===== config.mk =====
export PLATFORM = sky130hd
export DESIGN_NAME = m_axil_bridge
export DESIGN_NICKNAME = d
export VERILOG_FILES = /design/src/rtl/m_axil_bridge_pkg.sv /design/src/rtl/axil_timeout_cnt.sv /design/src/rtl/m_axil_bridge.sv
export SDC_FILE = /design/constraint.sdc
export NUM_CORES = 1
export LEC_CHECK = 0
export CAP_MARGIN = 10
export CORE_MARGIN = 2
export CORE_UTILIZATION = 36
export DETAILED_ROUTE_END_ITERATION = 16
export GPL_ROUTABILITY_DRIVEN = 0
export PLACE_DENSITY = 0.73
export SLEW_MARGIN = 15
export SYNTH_ARGS = -nofsm -noshare
export SYNTH_HDL_FRONTEND = slang
export SYNTH_SLANG_ARGS = --single-unit

===== constraint.sdc =====
create_clock -name M_AXI_ACLK -period 1.7 [get_ports M_AXI_ACLK]
set_clock_uncertainty 0.2 [all_clocks]
set_input_delay 0.17 -clock M_AXI_ACLK [delete_from_list [all_inputs] [get_ports M_AXI_ACLK]]
set_output_delay 0.17 -clock M_AXI_ACLK [all_outputs]
set_load 0.005 [all_outputs]

===== src/rtl/m_axil_bridge_pkg.sv =====
// Shared types and constants for the core-to-AXI4-Lite master bridge
// and the peripheral slave behind it.
package m_axil_bridge_pkg;

    localparam int DATA_WIDTH = 32;
    localparam int ADDR_WIDTH = 28;

    typedef enum logic [2:0] {
        ST_IDLE = 3'd0,
        ST_WR   = 3'd1,
        ST_WB   = 3'd2,
        ST_RA   = 3'd3,
        ST_RD   = 3'd4
    } state_e;

    localparam logic [1:0] RESP_OKAY   = 2'b00;
    localparam logic [1:0] RESP_SLVERR = 2'b10;
    localparam logic [1:0] RESP_DECERR = 2'b11;

    localparam logic [2:0] AXI_PROT = 3'b000;

    function automatic logic resp_is_err(input logic [1:0] resp);
        return (resp == RESP_SLVERR) || (resp == RESP_DECERR);
    endfunction

endpackage


===== src/rtl/axil_timeout_cnt.sv =====
// Bounded-wait counter: fires on the cycle the count of enabled cycles
// reaches LIMIT. LIMIT = 0 disables it.
module axil_timeout_cnt #(
    parameter int LIMIT = 1024
) (
    input  logic clk,
    input  logic rst_n,
    input  logic enable,
    input  logic clear,
    output logic expired
);

    localparam int W = (LIMIT > 1) ? $clog2(LIMIT) : 1;
    localparam logic [W-1:0] LAST = W'(LIMIT - 1);

    logic [W-1:0] cnt;

    // NOTE: state registers use non-blocking assignments so every flop samples
    // pre-edge values regardless of the order blocks are evaluated in.
    always_ff @(posedge clk or negedge rst_n) begin
        if (!rst_n) begin
            cnt <= '0;
        end else if (clear) begin
            cnt <= '0;
        end else if (enable) begin
            cnt <= cnt + W'(1);
        end
    end

    // Expires on the edge that would complete the LIMIT-th enabled cycle.
    assign expired = (LIMIT != 0) && enable && (cnt == LAST);

endmodule


===== src/rtl/m_axil_bridge.sv =====
// AXI4-Lite master: turns the core's single-outstanding req/we/addr/wdata
// request into one AXI4-Lite read or write and returns a one-cycle ack.
module m_axil_bridge
    import m_axil_bridge_pkg::*;
#(
    parameter int C_M_AXI_DATA_WIDTH = DATA_WIDTH,
    parameter int C_M_AXI_ADDR_WIDTH = ADDR_WIDTH,
    parameter int TIMEOUT_CYCLES     = 1024
) (
    input  logic                            M_AXI_ACLK,
    input  logic                            M_AXI_ARESETN,

    input  logic                            req,
    output logic                            req_ready,
    input  logic                            we,
    input  logic [C_M_AXI_ADDR_WIDTH-1:0]   addr,
    input  logic [C_M_AXI_DATA_WIDTH-1:0]   wdata,
    input  logic [C_M_AXI_DATA_WIDTH/8-1:0] wstrb,
    output logic                            ack,
    output logic [C_M_AXI_DATA_WIDTH-1:0]   rdata,
    output logic                            err,
    output logic                            timeout,

    output logic [C_M_AXI_ADDR_WIDTH-1:0]   M_AXI_AWADDR,
    output logic [2:0]                      M_AXI_AWPROT,
    output logic                            M_AXI_AWVALID,
    input  logic                            M_AXI_AWREADY,

    output logic [C_M_AXI_DATA_WIDTH-1:0]   M_AXI_WDATA,
    output logic [C_M_AXI_DATA_WIDTH/8-1:0] M_AXI_WSTRB,
    output logic                            M_AXI_WVALID,
    input  logic                            M_AXI_WREADY,

    input  logic [1:0]                      M_AXI_BRESP,
    input  logic                            M_AXI_BVALID,
    output logic                            M_AXI_BREADY,

    output logic [C_M_AXI_ADDR_WIDTH-1:0]   M_AXI_ARADDR,
    output logic [2:0]                      M_AXI_ARPROT,
    output logic                            M_AXI_ARVALID,
    input  logic                            M_AXI_ARREADY,

    input  logic [C_M_AXI_DATA_WIDTH-1:0]   M_AXI_RDATA,
    input  logic [1:0]                      M_AXI_RRESP,
    input  logic                            M_AXI_RVALID,
    output logic                            M_AXI_RREADY
);

    state_e                            state;
    logic [C_M_AXI_ADDR_WIDTH-1:0]     addr_q;
    logic [C_M_AXI_DATA_WIDTH-1:0]     wdata_q;
    logic [C_M_AXI_DATA_WIDTH/8-1:0]   wstrb_q;
    logic [C_M_AXI_DATA_WIDTH-1:0]     rdata_q;
    logic awvalid_q, wvalid_q, bready_q, arvalid_q, rready_q;
    logic ack_q, err_q, timeout_q;

    logic aw_left, w_left, done, expired, abort;

    // A channel is still owed a handshake while its VALID is up and unmatched.
    assign aw_left = awvalid_q && !M_AXI_AWREADY;
    assign w_left  = wvalid_q  && !M_AXI_WREADY;

    // NOTE: every signal written here gets a default first, so no path can
    // leave it unassigned and infer a latch.
    always_comb begin
        done = 1'b0;
        case (state)
            ST_WR:   done = !aw_left && !w_left;
            ST_WB:   done = M_AXI_BVALID;
            ST_RA:   done = M_AXI_ARREADY;
            ST_RD:   done = M_AXI_RVALID;
            default: done = 1'b0;
        endcase
    end

    axil_timeout_cnt #(
        .LIMIT (TIMEOUT_CYCLES)
    ) u_timeout (
        .clk     (M_AXI_ACLK),
        .rst_n   (M_AXI_ARESETN),
        .enable  (state != ST_IDLE),
        .clear   (state == ST_IDLE),
        .expired (expired)
    );

    // A handshake landing on the expiry cycle completes normally.
    assign abort = expired && !done;

    always_ff @(posedge M_AXI_ACLK or negedge M_AXI_ARESETN) begin
        if (!M_AXI_ARESETN) begin
            state     <= ST_IDLE;
            addr_q    <= '0;
            wdata_q   <= '0;
            wstrb_q   <= '0;
            rdata_q   <= '0;
            awvalid_q <= 1'b0;
            wvalid_q  <= 1'b0;
            bready_q  <= 1'b0;
            arvalid_q <= 1'b0;
            rready_q  <= 1'b0;
            ack_q     <= 1'b0;
            err_q     <= 1'b0;
            timeout_q <= 1'b0;
        end else begin
            ack_q     <= 1'b0;
            err_q     <= 1'b0;
            timeout_q <= 1'b0;
            if (abort) begin
                awvalid_q <= 1'b0;
                wvalid_q  <= 1'b0;
                bready_q  <= 1'b0;
                arvalid_q <= 1'b0;
                rready_q  <= 1'b0;
                ack_q     <= 1'b1;
                err_q     <= 1'b1;
                timeout_q <= 1'b1;
                state     <= ST_IDLE;
            end else begin
                case (state)
                    ST_IDLE: begin
                        if (req) begin
                            addr_q  <= addr;
                            wdata_q <= wdata;
                            wstrb_q <= wstrb;
                            if (we) begin
                                awvalid_q <= 1'b1;
                                wvalid_q  <= 1'b1;
                                state     <= ST_WR;
                            end else begin
                                arvalid_q <= 1'b1;
                                state     <= ST_RA;
                            end
                        end
                    end
                    ST_WR: begin
                        awvalid_q <= aw_left;
                        wvalid_q  <= w_left;
                        if (done) begin
                            bready_q <= 1'b1;
                            state    <= ST_WB;
                        end
                    end
                    ST_WB: begin
                        if (done) begin
                            bready_q <= 1'b0;
                            ack_q    <= 1'b1;
                            err_q    <= resp_is_err(M_AXI_BRESP);
                            state    <= ST_IDLE;
                        end
                    end
                    ST_RA: begin
                        if (done) begin
                            arvalid_q <= 1'b0;
                            rready_q  <= 1'b1;
                            state     <= ST_RD;
                        end
                    end
                    ST_RD: begin
                        if (done) begin
                            rready_q <= 1'b0;
                            rdata_q  <= M_AXI_RDATA;
                            err_q    <= resp_is_err(M_AXI_RRESP);
                            ack_q    <= 1'b1;
                            state    <= ST_IDLE;
                        end
                    end
                    default: state <= ST_IDLE;
                endcase
            end
        end
    end

    assign req_ready     = (state == ST_IDLE);
    assign ack           = ack_q;
    assign rdata         = rdata_q;
    assign err           = err_q;
    assign timeout       = timeout_q;

    assign M_AXI_AWADDR  = addr_q;
    assign M_AXI_AWPROT  = AXI_PROT;
    assign M_AXI_AWVALID = awvalid_q;
    assign M_AXI_WDATA   = wdata_q;
    assign M_AXI_WSTRB   = wstrb_q;
    assign M_AXI_WVALID  = wvalid_q;
    assign M_AXI_BREADY  = bready_q;
    assign M_AXI_ARADDR  = addr_q;
    assign M_AXI_ARPROT  = AXI_PROT;
    assign M_AXI_ARVALID = arvalid_q;
    assign M_AXI_RREADY  = rready_q;

endmodule


======== Word level (Yosys, flattened, before mapping) ========
Index checks and enable logic that the tools add are counted.
cells by class
  $add $sub $neg .......................... 1
  equality and inequality tests ........... 17
  multiplexer cells ....................... 34
  bitwise gates (word level) .............. 1
  reduce and logical (&&, ||, !) cells .... 27
operator list
  operator                 count
  $mux W10                 2
  $mux W1                  18
  $mux W3                  5
  $reduce_and A3 Y1        5
  $reduce_bool A3 Y1       5
  $ne A3 B3 Y1 const B     4
  $pmux W1 S2              6
  $pmux W3 S4              1
  $add A10 B1 Y10 const B  1
  $eq A10 B10 Y1 const B   1
  $eq A2 B2 Y1 const B     4
  $reduce_and A4 Y1        2
  $eq A3 B2 Y1 const B     2
  $ne A3 B1 Y1 const B     2
  $ne A3 B2 Y1 const B     2
  $logic_and A1 B1 Y1      5
  $logic_not A1 Y1         5
  $pmux W1 S4              1
  $eq A3 B1 Y1 const B     1
  $eq A3 B3 Y1 const B     1
  $logic_not A3 Y1         1
  $logic_or A1 B1 Y1       2
  $mux W2                  1
  $reduce_bool A2 Y1       1
  2 further kinds          2
storage, ports and cells
  register bits after elaboration ......... 117
  logic and storage cells ................. 94

======== Logic depth before layout (Yosys ltp) ========
Gate-level depths: netlist of the first run.
  depth in word-level cells ............... 9
  depth in mapped cells ................... 7
  gate-level depth less buffers ........... 5

======== Modules after synthesis ========
Synthesis of the first run repeated with hierarchy kept, for this count alone.
unflattened totals
  cells, all modules ...................... 349
  area, all modules ....................... 5235.0 um^2
modules (own cells, without submodules)
  module            times used  cells each  area each (um^2)  seq. area each (um^2)
  m_axil_bridge     1           299         4725.8            2677.6
  axil_timeout_cnt  1           50          509.2             250.2

======== Least setup slack after synthesis of the first run ========
No wires, ideal clock.
  kind .................................... register -> register
  start ................................... reg u_timeout.cnt[0]
  end ..................................... reg bready_q, in the netlist M_AXI_BREADY
  arrival time ............................ 1540 ps
  required time ........................... 1381 ps
  path slack .............................. -158 ps
  cell stages (with the launch flop) ...... 6
  period minus slack after synthesis ...... 1858 ps
  cell sequence ........................... dfrtp_1 ha_1 nand3_1 or4_1 nand3b_4 a21bo_1
on the way
  cells in the longest elaborated chain, start to end .. 5
RTL lines
  what                                                                 RTL line                source
  from (decl)                                                          axil_timeout_cnt.sv:16  logic [W-1:0] cnt;
  from (signal assigned)                                               axil_timeout_cnt.sv:26  cnt <= cnt + W'(1);
  $eq A10 B10 Y1 (*)                                                   axil_timeout_cnt.sv:31  assign expired = (LIMIT != 0) && enable && (cnt == LAST);
  $logic_and A1 B1 Y1 (*)                                              axil_timeout_cnt.sv:31
  $logic_and A1 B1 Y1 (*)                                              m_axil_bridge.sv:87     assign abort = expired && !done;
  $ne A3 B3 Y1 (no line) / $reduce_bool A3 Y1 (equally long branches)  --
  $reduce_and A3 Y1 (no line)                                          --
  to (signal assigned)                                                 m_axil_bridge.sv:98     bready_q <= 1'b0;
  to (signal assigned)                                                 m_axil_bridge.sv:111    bready_q <= 1'b0;
  to (signal assigned)                                                 m_axil_bridge.sv:139    bready_q <= 1'b1;
  to (decl)                                                            m_axil_bridge.sv:54     logic awvalid_q, wvalid_q, bready_q, arvalid_q, rready_q;
Every way passes the cells marked *; elsewhere a longest branch is shown, timed or not.
A chain may end at the register's enable or synchronous reset.

======== Worst setup path in the final report of the first run ========
  start ................................... reg state[0]
  end ..................................... reg rdata_q[31], in the netlist rdata[31]
on the way
  cells in the longest elaborated chain, start to end .. 6
RTL lines
  what                                        RTL line                                   source
  from (decl)                                 m_axil_bridge.sv:49                        state_e state;
  from (signal assigned)                      m_axil_bridge.sv:91                        state <= ST_IDLE;
  from (signal assigned)                      m_axil_bridge.sv:117                       state <= ST_IDLE;
  from (signal assigned)                      m_axil_bridge.sv:128                       state <= ST_WR;
  $eq A3 B3 Y1, or another cell as far along  m_axil_bridge.sv:67, m_axil_bridge.sv:119
  $pmux W1 S4                                 m_axil_bridge.sv:67                        case (state)
  $logic_not A1 Y1                            m_axil_bridge.sv:87
  $logic_and A1 B1 Y1                         m_axil_bridge.sv:87
  $not A1 Y1 (no line)                        --
  $reduce_and A3 Y1 (no line) (*)             --
  to (signal assigned)                        m_axil_bridge.sv:95                        rdata_q <= '0;
  to (signal assigned)                        m_axil_bridge.sv:161                       rdata_q <= M_AXI_RDATA;
  to (decl)                                   m_axil_bridge.sv:53                        logic [C_M_AXI_DATA_WIDTH-1:0] rdata_q;
Marks and branches as above.

==> qor.yml, run 1 <==
yosys:
  synthFlopType: "dfrtp_1"
  synth_seq_cells: 117
  synthArstFlopShare_pct: 100
  synth_edf_count: 0
  yosysWarnings: 0
  syn_area_per_cell_um2: 10.2
  synth_cell_type_count: 40
  syn_inst: 475
  post-synth-top-area-fraction_pct: 60.2
  yosys.area.top_type: "dfrtp_1"
  synth_area_leaders: "dfrtp_1 (60%), nand2_1 (16%), mux2_2 (7.4%), buf_4 (5.2%), buf_2 (1.6%)"
  synth_area_um2: 4870
  synth-seq-area-share_pct: 60.2
outcome:
  run_status: "finished with violations"
  violations: "negative setup slack"
clocking:
  numCtsBuffers: 17
  htreeDepth: 4
  cts_max_path_buffers: 2
  path_clk_slew_ns: 0.05
  cts_tree: "yes"
  clk-insertion-delay-late_ns: 0.40
  cts.sinks: 117
  clockRootBuffer: "clkbuf_16"
power_and_ir_drop:
  leakage_nw: 4.50
  ir_worst_vdd_v: 0.000778
  power_density_nw_per_um2: 1690
  power_mw: 14.2
timing:
  final.setup.tns_ns: -4.06
  setup_viol: 43
  period_share_pct: 108
  hold_viol_final: 0
  drv_slew: 0
  period_needed_ns: 1.83
  rsz0062_at_grt: "yes"
  fmax_mhz: 546
  fin_ws_ns: -0.130
die:
  ios: 248
  die_x_um: 120
  core_area_um2: 13200
  floorplan.initialDensity_pct: 36.7
  rows: 42
  die_y_um: 120
  die-area_um2: 14500
grt:
  grt_pass1_wl_mm: 21.5
  grt_max_degree: 62
  overflow: 0
  grt_pass1_vias: 4294
  grt_antenna_before_repair: 0
  grt.total_usage_pct: 19.3
cells_and_area:
  multiInputGateArea_um2: 1750
  drive_above_1_share_pct: 16.4
  antenna_cells: 0
  nets: 837
  final_cell_mix: "nand2_1 (201), clkdlybuf4s50_1 (185), dfrtp_1 (117)"
  nFillCells: 1038
  final_common_cell: "nand2_1"
  area.sequential_um2: 2930
  area_delta_synth_final_pct: 73.2
critical_path:
  r2r_start: "state[0]"
  crit_chain: "buf_6, nor4bb_4, buf_6, clkbuf_16, mux2_4"
  critPathMaxStageDelay_ns: 0.39
  r2r_end: "rdata[31]"
  endpoint: "rdata[31]"
  crit_start: "state[0]"
  cp.required_ns: 1.79
  cp_max_fo: 8
  cp-start-kind: "flip-flop"
  crit_top_cell: "buf_6"
  crit_path_top_delay_cell: "dfrtp_1"
  ff2ff_setup_slack_ns: -0.13
  critPathArrivalTime_ns: 1.92
  reg2reg_depth: 5
  crit_type: "reg2reg"
  end_kind: "flip-flop"
detailed_routing:
  antenna_left: 0
  viasPerCell: 4.59
  first_iter_violations: 196
  drc_errors: 0
  routedWlPerCell_um: 15.9
  drtPass1Iterations: 4
  num_vias: 4203
  finalWirelength_mm: 14.6
worst_hold_path:
  hold_path_class: "in2async"
placed_design:
  dp_slack_ns: -0.192
  portBuffers: 239
  dp_hpwl_mm: 9.83
run:
  timing.max_cap.violations: 0
==> cell usage after synthesis, drive strengths merged (3+ instances only) <==
| library cell | n |
|---|---|
| nand2 | 202 |
| dfrtp | 117 |
| clkbuf | 6 |
| xor2 | 4 |
| a21oi | 3 |
| o21ai | 5 |
| nor2b | 4 |
| nand2b | 3 |
| inv | 3 |
| nand3 | 5 |
| buf | 50 |
| mux2 | 32 |
| nor2 | 11 |
==> area by class of cell <==
class                           count  share of cell area (%)
Sequential cell                   117                    34.7
Inverter                            3                   0.134
Multi-Input combinational cell    304                    20.7
Clock inverter                      9                   0.920
Timing Repair Buffer              284                    35.1
Clock buffer                       22                    5.74
Tap cell                          176                    2.61
==> power by group <==
part           switching (mW)  internal (mW)  leakage, nW
Clock                    1.20           2.14        0.274
Combinational            2.36           3.83         2.75
Sequential              0.721           3.97         1.48
Total                    4.28           9.94         4.50
==> cells by family after synthesis <==
kind of cell	after synthesis	share of synthesized area, %
multiplexers	34	7.82
AO/OA/AOI/OAI	19	2.67
buffers and inverters	59	7.59
flip-flops	117	60.2
AND/OR/NAND/NOR	238	20.3
adder cells (fa/ha/maj)	1	0.257
XOR/XNOR	6	1.08
other	1	0.0771
==> worst min-delay path by stage <==
| stage | depth (start not counted) | to | slack [ns] | startpoint |
|---|---|---|---|---|
| after floorplan | 0 | M_AXI_ARADDR[0] | -0.33 | M_AXI_ARESETN |
| after global placement | 1 | rdata[21] | -0.11 | M_AXI_ARESETN |
| after detailed placement | 1 | rdata[21] | -0.10 | M_AXI_ARESETN |
| after CTS | 2 | M_AXI_WDATA[21] | 0.007 | M_AXI_ARESETN |
| after global routing | 2 | rdata[21] | 0.02 | M_AXI_ARESETN |
| final | 2 | rdata[15] | 0.01 | M_AXI_ARESETN |
==> metal layers <==
layer / wire (um) / vias up / track usage (%)
met5: 0 / - / 0
met4: 206 / 0 / 6.98
met3: 1270 / 13 / 6.70
met2: 7390 / 187 / 33.5
met1: 5720 / 2022 / 22.1
li1: - / 1981 / -
==> state kept, by name, summed over array words and instances (netlist names), 3 cells and up <==
| register | count |
|---|---|
| M_AXI_ARADDR | 28 |
| u_timeout.cnt | 10 |
| M_AXI_WSTRB | 4 |
| state | 3 |
| rdata | 32 |
| M_AXI_WDATA | 32 |
==> critical path, delay by kind of cell (launching register included) <==
family	cells	cell delay (ns)
AND/OR/NAND/NOR	1	0.29
multiplexers	1	0.31
flip-flops	1	0.39
buffers and inverters	3	0.52
==> stage by stage <==
stage,area [um2],util [%],std cells,hold slack [ns]
floorplan,4900,-,480,-0.326
global placement,7440,56.2,868,-0.107
detailed placement,7440,56.2,868,-0.103
CTS,8110,61.3,903,0.00714
global route,8430,63.7,915,0.0173
finish,8430,63.7,915,0.0120
==> what timing repair did <==
item                       CTS  global route
setup buffers                2            10
pin swaps                    4             3
cloned                       1             2
resized for setup           30            69
setup endpoints to repair   52            96
hold endpoints to repair   117             0
hold buffers                 1             0
(Power assumes the default switching activity.)
==> run 2: changes to the inputs <==
Settings changed: CORE_ASPECT_RATIO set to 1.4, PLACE_DENSITY 0.73 to 0.79.
==> run 2 against run 1 <==
The run still ends with negative setup slack left. Register-to-register slack about the same. Power grew 0.18%. Final area decreased by 0.39%. Critical endpoint is now rdata[8].
==> qor.yml, run 2 (synthesized netlist as in run 1, its figures left out) <==
power_and_ir_drop:
  power_density_nw_per_um2: 1700  # was 1690 nW/um2
  p_comb_share_pct: 44.3  # was 43.6%
  seqPwrFrac_pct: 32.9  # was 33.0%
  ir_worst_vdd_v: 0.000760  # was 0.000778 V
  switching_power_mw: 4.49  # was 4.28 mW
  leakage_nw: 4.29  # was 4.50 nW
  clkPwrFrac_pct: 22.8  # was 23.5%
  intPower_mw: 9.76  # was 9.94 mW
  sw_frac_of_total_pct: 31.5  # was 30.1%
cells_and_area:
  final_cells: 922  # was 915
  area_delta_synth_final_pct: 72.6  # was 73.2%
  final_core_util_pct: 63.3  # was 63.7%
  nets: 837  # unchanged
  final_cell_mix: "nand2_1 (199), clkdlybuf4s50_1 (198), dfrtp_1 (117)"  # was nand2_1 (201), clkdlybuf4s50_1 (185), dfrtp_1 (117)
  stdcell_area_um2: 8400  # was 8430 um2
  final_common_cell: "nand2_1"  # unchanged
  nFillCells: 1076  # was 1,038
  drive_above_1_share_pct: 16.9  # was 16.4%
  antenna_cells: 0  # unchanged
timing:
  fin_ws_ns: -0.124  # was -0.130 ns
  period_needed_ns: 1.82  # was 1.83 ns
  rsz0062_at_grt: "yes"  # unchanged
  hold_viol_final: 0  # unchanged
  setup_viol: 89  # was 43
  drv_slew: 0  # unchanged
  final.setup.tns_ns: -6.24  # was -4.06 ns
  period_share_pct: 107  # was 108%
  fmax_mhz: 548  # was 546 MHz
placed_design:
  portBuffers: 239  # unchanged
  dp_hpwl_mm: 9.99  # was 9.83 mm
  place_inst: 870  # was 868
  postPlaceCellArea_um2: 7420  # was 7440 um2
die:
  floorplan.initialDensity_pct: 36.7  # about the same
  die_y_um: 142  # was 120 um
  rows: 50  # was 42
  die-area_um2: 14500  # about the same
  core_area_um2: 13300  # was 13,200 um2
  ios: 248  # unchanged
  die_x_um: 102  # was 120 um
clocking:
  cts_tree: "yes"  # unchanged
  cts.sinks: 117  # unchanged
  path_clk_slew_ns: 0.06  # was 0.05 ns
  clk-insertion-delay-late_ns: 0.40  # about the same
  numCtsBuffers: 17  # unchanged
  htreeDepth: 4  # unchanged
  cts_max_path_buffers: 2  # unchanged
  clockRootBuffer: "clkbuf_16"  # unchanged
critical_path:
  cp-start-kind: "flip-flop"  # unchanged
  end_kind: "flip-flop"  # unchanged
  crit_type: "reg2reg"  # unchanged
  reg2reg_depth: 5  # unchanged
  critPathArrivalTime_ns: 1.90  # was 1.92 ns
  cp_max_fo: 8  # unchanged
  cp.required_ns: 1.78  # was 1.79 ns
detailed_routing:
  routedWlPerCell_um: 16.0  # was 15.9 um
  finalWirelength_mm: 14.7  # was 14.6 mm
  antenna_left: 0  # unchanged
  drc_errors: 0  # unchanged
  drtPass1Iterations: 4  # unchanged
  first_iter_violations: 134  # was 196
  viasPerCell: 4.57  # was 4.59
  num_vias: 4212  # was 4,203
grt:
  grt_pass1_vias: 4476  # was 4,294
  grt_pass1_wl_mm: 21.4  # was 21.5 mm
  grt_max_degree: 42  # was 62
  grt.met3_usage_pct: 6.35  # was 6.70%
  use_met1_pct: 21.0  # was 22.1%
  grt.total_usage_pct: 19.1  # was 19.3%
  grt_antenna_before_repair: 0  # unchanged
  overflow: 0  # unchanged
  use_met2_pct: 33.5  # about the same
  busiest_layer: "met2"  # unchanged
worst_hold_path:
  hold_path_class: "in2async"  # unchanged
outcome:
  violations: "negative setup slack"  # unchanged
  run_status: "finished with violations"  # unchanged
run:
  timing.max_cap.violations: 0  # unchanged
## run 2: area by class of cell
class,count,area (um2),share of cell area [%]
Timing Repair Buffer,284,2930,34.8
Multi-Input combinational cell,304,1760,21.0
Sequential cell,117,2930,34.9
Inverter,3,11.3,0.134
Clock inverter,14,103,1.22
Clock buffer,18,439,5.23
Tap cell,182,228,2.71
## run 2: final timing paths
check | to | start | slack (ns)
max | rdata[8] | state[1] | -0.12
min | M_AXI_ARADDR[13] | M_AXI_ARESETN | 0.02
max reg2reg | rdata[8] | state[1] | -0.12
min reg2reg | M_AXI_WSTRB[2] | M_AXI_WSTRB[2] | 0.27
max in group asynchronous | err | M_AXI_ARESETN | 0.70
min in group M_AXI_ACLK | M_AXI_WDATA[6] | wdata[6] | 0.09
## run 2: stage by stage
| stage | total power [mW] | setup slack, ns | hold WS (ns) |
|---|---|---|---|
| 6_report | 14.2 | -0.124 | 0.0172 |
| 5_1_grt | 15.1 | -0.173 | 0.0298 |
| 4_1_cts | 14.0 | -0.174 | 0.00234 |
| 3_5_place_dp | 10.6 | -0.257 | -0.113 |
| 3_3_place_gp | 10.3 | -0.202 | -0.112 |
| 2_1_floorplan | 7.03 | -0.0571 | -0.326 |
## run 2: power groups by stage
stage	clock network (mW)	registers, mW	logic, mW
after global placement	0	4.65	5.69
after global routing	3.45	4.81	6.86
after detailed placement	0	4.74	5.86
after floorplan	0	4.72	2.31
after CTS	3.31	4.68	6.04
final	3.25	4.69	6.31
## run 2: what timing repair did
action                     CTS  global route
resized for setup           23            71
pin swaps                    4             7
hold buffers                 1             0
setup endpoints to repair   61           142
setup buffers                9             8
hold endpoints to repair   117             0
cloned                       0             3
## run 2: worst max-delay path, stage by stage (launching register included)
cell	delay [ns]
dfrtp_1	0.40
buf_6	0.14
nor4bb_4	0.28
buf_6	0.19
clkbuf_16	0.18
mux2_4	0.30
## run 2: layer usage
layer / up-vias / part of all wire [%]
li1: 1973 / -
met4: 0 / 1.5
met2: 197 / 53
met3: 19 / 7.8
met5: - / 0
met1: 2023 / 38
